==> src/rtl/conv_encoder_k3.sv <==
// conv_encoder_k3: rate-1/2, K=3 convolutional encoder (generators 5,7 octal), 4-bit blocks in, 8-bit codewords out.
// Ports:
//   clk        rising-edge clock
//   start      synchronous active-low reset
//   in_valid   / in_ready   block input handshake, data_in[3] encoded first
//   out_valid  / out_ready  codeword output handshake, symbol k at data_out[2k+1:2k]
//   flush      clears the shift register while idle
//   busy       high while encoding or holding a codeword
module conv_encoder_k3 #(
    parameter bit CARRY_STATE = 1'b0
) (
    input  logic       clk,
    input  logic       start,
    input  logic       in_valid,
    output logic       in_ready,
    input  logic [3:0] data_in,
    output logic       out_valid,
    input  logic       out_ready,
    output logic [7:0] data_out,
    input  logic       flush,
    output logic       busy
);
    typedef enum logic [1:0] {IDLE, ENCODE, DONE} state_t;
    state_t     state_q;
    logic [1:0] sr_q, sr_d, cnt_q, sym;
    logic [3:0] hold_q;
    logic [7:0] data_q;
    logic       out_valid_q, u;
    // MSB of the block goes out first
    assign u         = hold_q[2'd3 - cnt_q];
    assign sym       = {u ^ sr_q[1], u ^ sr_q[0] ^ sr_q[1]};
    assign sr_d      = {sr_q[0], u};
    // gated by start so in_ready is low for the whole reset period
    assign in_ready  = start && state_q == IDLE;
    assign busy      = state_q != IDLE;
    assign out_valid = out_valid_q;
    assign data_out  = data_q;
    always_ff @(posedge clk) begin
        if (!start) begin
            state_q     <= IDLE;
            sr_q        <= 2'b00;
            cnt_q       <= 2'd0;
            hold_q      <= 4'd0;
            data_q      <= 8'd0;
            out_valid_q <= 1'b0;
        end else begin
            case (state_q)
                IDLE: begin
                    // flush wins over carry: a block accepted together with flush starts from 0
                    if (flush || (in_valid && !CARRY_STATE)) sr_q <= 2'b00;
                    if (in_valid) begin
                        hold_q  <= data_in;
                        cnt_q   <= 2'd0;
                        state_q <= ENCODE;
                    end
                end
                ENCODE: begin
                    data_q[{cnt_q, 1'b0} +: 2] <= sym;
                    sr_q  <= sr_d;
                    cnt_q <= cnt_q + 2'd1;
                    if (cnt_q == 2'd3) begin
                        state_q     <= DONE;
                        out_valid_q <= 1'b1;
                    end
                end
                DONE: begin
                    if (out_ready) begin
                        state_q     <= IDLE;
                        out_valid_q <= 1'b0;
                    end
                end
                default: state_q <= IDLE;
            endcase
        end
    end
endmodule

==> config.mk <==
export PLATFORM = sky130hd
export DESIGN_NAME = conv_encoder_k3
export DESIGN_NICKNAME = d
export VERILOG_FILES = /design/src/rtl/conv_encoder_k3.sv
export SDC_FILE = /design/constraint.sdc
export NUM_CORES = 1
export LEC_CHECK = 0
export CORE_AREA = 5 5 64 48
export DETAILED_ROUTE_END_ITERATION = 12
export DIE_AREA = 0 0 69 53
export PLACE_DENSITY = 0.71
export SYNTH_ARGS = -nofsm -noshare
export SYNTH_HDL_FRONTEND = slang
export SYNTH_SLANG_ARGS = --single-unit
==> constraint.sdc <==
create_clock -name clk -period 3.66 [get_ports clk]
set_clock_uncertainty 0.15 [all_clocks]
set_input_delay 0.549 -clock clk [delete_from_list [all_inputs] [get_ports clk]]
set_output_delay 0.549 -clock clk [all_outputs]
set_load 0.05 [all_outputs]
==> results.toml <==
[timing]
period_minus_slack_ns = 2.93
hold_viol_final = 0
hold-worst-slack_ns = 0.318
slew_violations = 0
post-route-period-util = 0.800
setup_viol = 0
fmax_mhz = 342
setup-tns-final_ns = 0
tightest_slew_ns = 0.684
relSlewSlack = 0.543
rsz0062_at_grt = "no"

[layout]
antenna_cells = 0
drive_above_1_share = 0.0847
fillers = 260
area_growth_pct = 29.0
nNetsFinal = 132
fin_cells = 152

[synth]
syn-cell-area_um2 = 867
synth_cells = 98
async_reset_ff_frac = 0
synth.avg_cell_area_um2 = 8.85
ys_seq_area_frac = 0.439
synth.distinct_cells = 25
ys.flop_type = "dfxtp_1"
synth_area_leaders = "dfxtp_1 44%, ha_1 5.8%, mux2i_1 5.8%"
synth_nets = 111
yosysWarnings = 0
synthTopCellsByCount = "19 x dfxtp_1, 10 x nand2_1, 10 x nand3_1, 9 x nor2_1, 8 x o21ai_0"
ys_seq_elements = 19
yosysTopAreaCell = "dfxtp_1"
synth_edf_count = 0
yosysMostFrequentCell = "dfxtp_1"
netlist.area_leader.share = 0.439

[floorplanning]
die_y_um = 53
initial_core_util = 0.361
core_mm2 = 0.00240
rows = 15
dieArea_mm2 = 0.00366
num_io_pins = 20
fp.dieW_um = 69

[placed_design]
dp.cells = 148
place.gp.congestion = 0.783
hpwl_um = 1380
port-buffer-count = 19

[cts]
post_cts_buffers = 0
clkSinkCount = 19
cts_buffers = 3
hold_buffers = 0
cts.path.max_buffers = 2
clk_pin_slew_ns = 0.11
cts_root_buffer = "clkbuf_4"
h-tree-depth = 1
cts_resized = 0
insertion_delay_ns = 0.30
cts_tree = "built"

[detailed_routing]
drc = 0
wl_per_cell_um = 12.4
dr.pass1.iters = 4
routed_wl_um = 1880
drtIter0Drc = 49
ant_nets = 0
routed_via_density = 4.93
dr_total_vias = 749

[setup_path]
critical_path_class = "in -> out"
cp-end-kind = "primary output"
critPathArrivalTime_ns = 2.23
path_delay_family = "buffers and inverters"
slowest_stage = "clkdlybuf4s50_1"
critPathMaxFanout = 9
required_ns = 2.96
cp-start-kind = "input pin"
crit_buf_inv = 3
cp_common_cell = "clkdlybuf4s50_1"
path_cells = "clkdlybuf4s50_1 -> inv_1 -> nor2_1 -> clkdlybuf4s50_1"
max_stage_delay_ns = 0.80
r2r_cells = 4
path_depth = 4

[outcome]
outcome = "finished, final reports clean"

[global_routing]
grt_remaining_overflow = 0
grt_max_degree = 15
grt_util_all_layers = 0.107
grt_pass1_wl_um = 3080
grt_pass1_vias = 678
grt_antenna_before_repair = 0

[min_path]
min_path_type = "reg -> reg"
min_path_cells = 2

[run]
maxCapViolations = 0

[power_and_ir_drop]
p_per_area_mw_per_mm2 = 345
ir_drop_mv = 0.170
p_leak_nw = 0.401
[stage by stage]
step	power (mW)	util	worst slack (ns)	cell area [um2]
2_1_floorplan	0.262	-	1.15	867
3_3_place_gp	0.283	0.455	0.730	1090
3_5_place_dp	0.285	0.455	0.720	1090
4_1_cts	0.392	0.466	0.716	1120
5_1_grt	0.408	0.466	0.617	1120
6_report	0.386	0.466	0.732	1120
[power by group]
part | switching, mW | leakage, nW | internal [mW]
logic | 0.0346 | 0.232 | 0.0271
clock network | 0.0637 | 0.0150 | 0.0425
registers | 0.00575 | 0.154 | 0.212
total | 0.104 | 0.401 | 0.282
[sequential cells by signal, summed over array words and instances, names as in the netlist]
signal / cells
sr_q: 2
data_out: 8
out_valid: 1
state_q: 2
hold_q: 4
cnt_q: 2
[path summary, 6_finish.rpt]
check	slack, ns	start	endpoint
worst max register to register	1.70	cnt_q[1]$_SDFFE_PN0P_	data_out[4]$_SDFFE_PN0P_
worst max-delay path	0.73	start	in_ready
worst min register to register	0.32	data_out[0]$_SDFFE_PN0P_	data_out[0]$_SDFFE_PN0P_
worst min-delay path	0.32	data_out[0]$_SDFFE_PN0P_	data_out[0]$_SDFFE_PN0P_
[routing by layer]
| metal | global-route usage | up-vias | wire length, um |
|---|---|---|---|
| li1 | - | 377 | - |
| met1 | 0.123 | 346 | 864 |
| met2 | 0.182 | 26 | 890 |
| met3 | 0.0512 | 0 | 127 |
| met4 | 0.0292 | 0 | 0 |
| met5 | 0 | - | 0 |
[cell families (layout without fill, tap and decap cells)]
kind of cell	count (synthesis)	after routing	share of synthesized area
multiplexers	6	6	0.0837
buffers and inverters	9	29	0.0390
adder cells (fa/ha/maj)	4	4	0.0577
AO/OA/AOI/OAI	19	19	0.117
flip-flops	19	19	0.439
AND/OR/NAND/NOR	39	39	0.214
XOR/XNOR	2	2	0.0505
[layout make-up]
class | instances | area, um2 | share of cell area
clock buffer | 4 | 26.3 | 0.0235
inverter | 5 | 18.8 | 0.0168
timing repair buffer | 20 | 198 | 0.177
sequential | 19 | 380 | 0.340
multi-input combinational | 70 | 453 | 0.405
tap | 34 | 42.5 | 0.0380
[worst register-to-register path: stages, from the launching register on]
cell	delay (ns)
dfxtp_1	0.45
mux4_2	0.60
xnor2_4	0.25
xor2_2	0.28
o31ai_1	0.11
[cells in the final DEF (no fill, tap or decap), drive strengths merged]
cell type,n
and3,1
or3b,1
nor3,2
clkbuf,4
clkdlybuf4s50,19
xor2,1
buf,1
xnor2,1
a2bb2oi,1
ha,4
nor3b,1
inv,5
nand3,10
a21oi,6
dfxtp,19
nand2,10
o21ai,11
or2,1
nand4,1
mux4,1
nor2b,2
o31ai,1
nor2,10
mux2i,5
(Power assumes the default switching activity.)
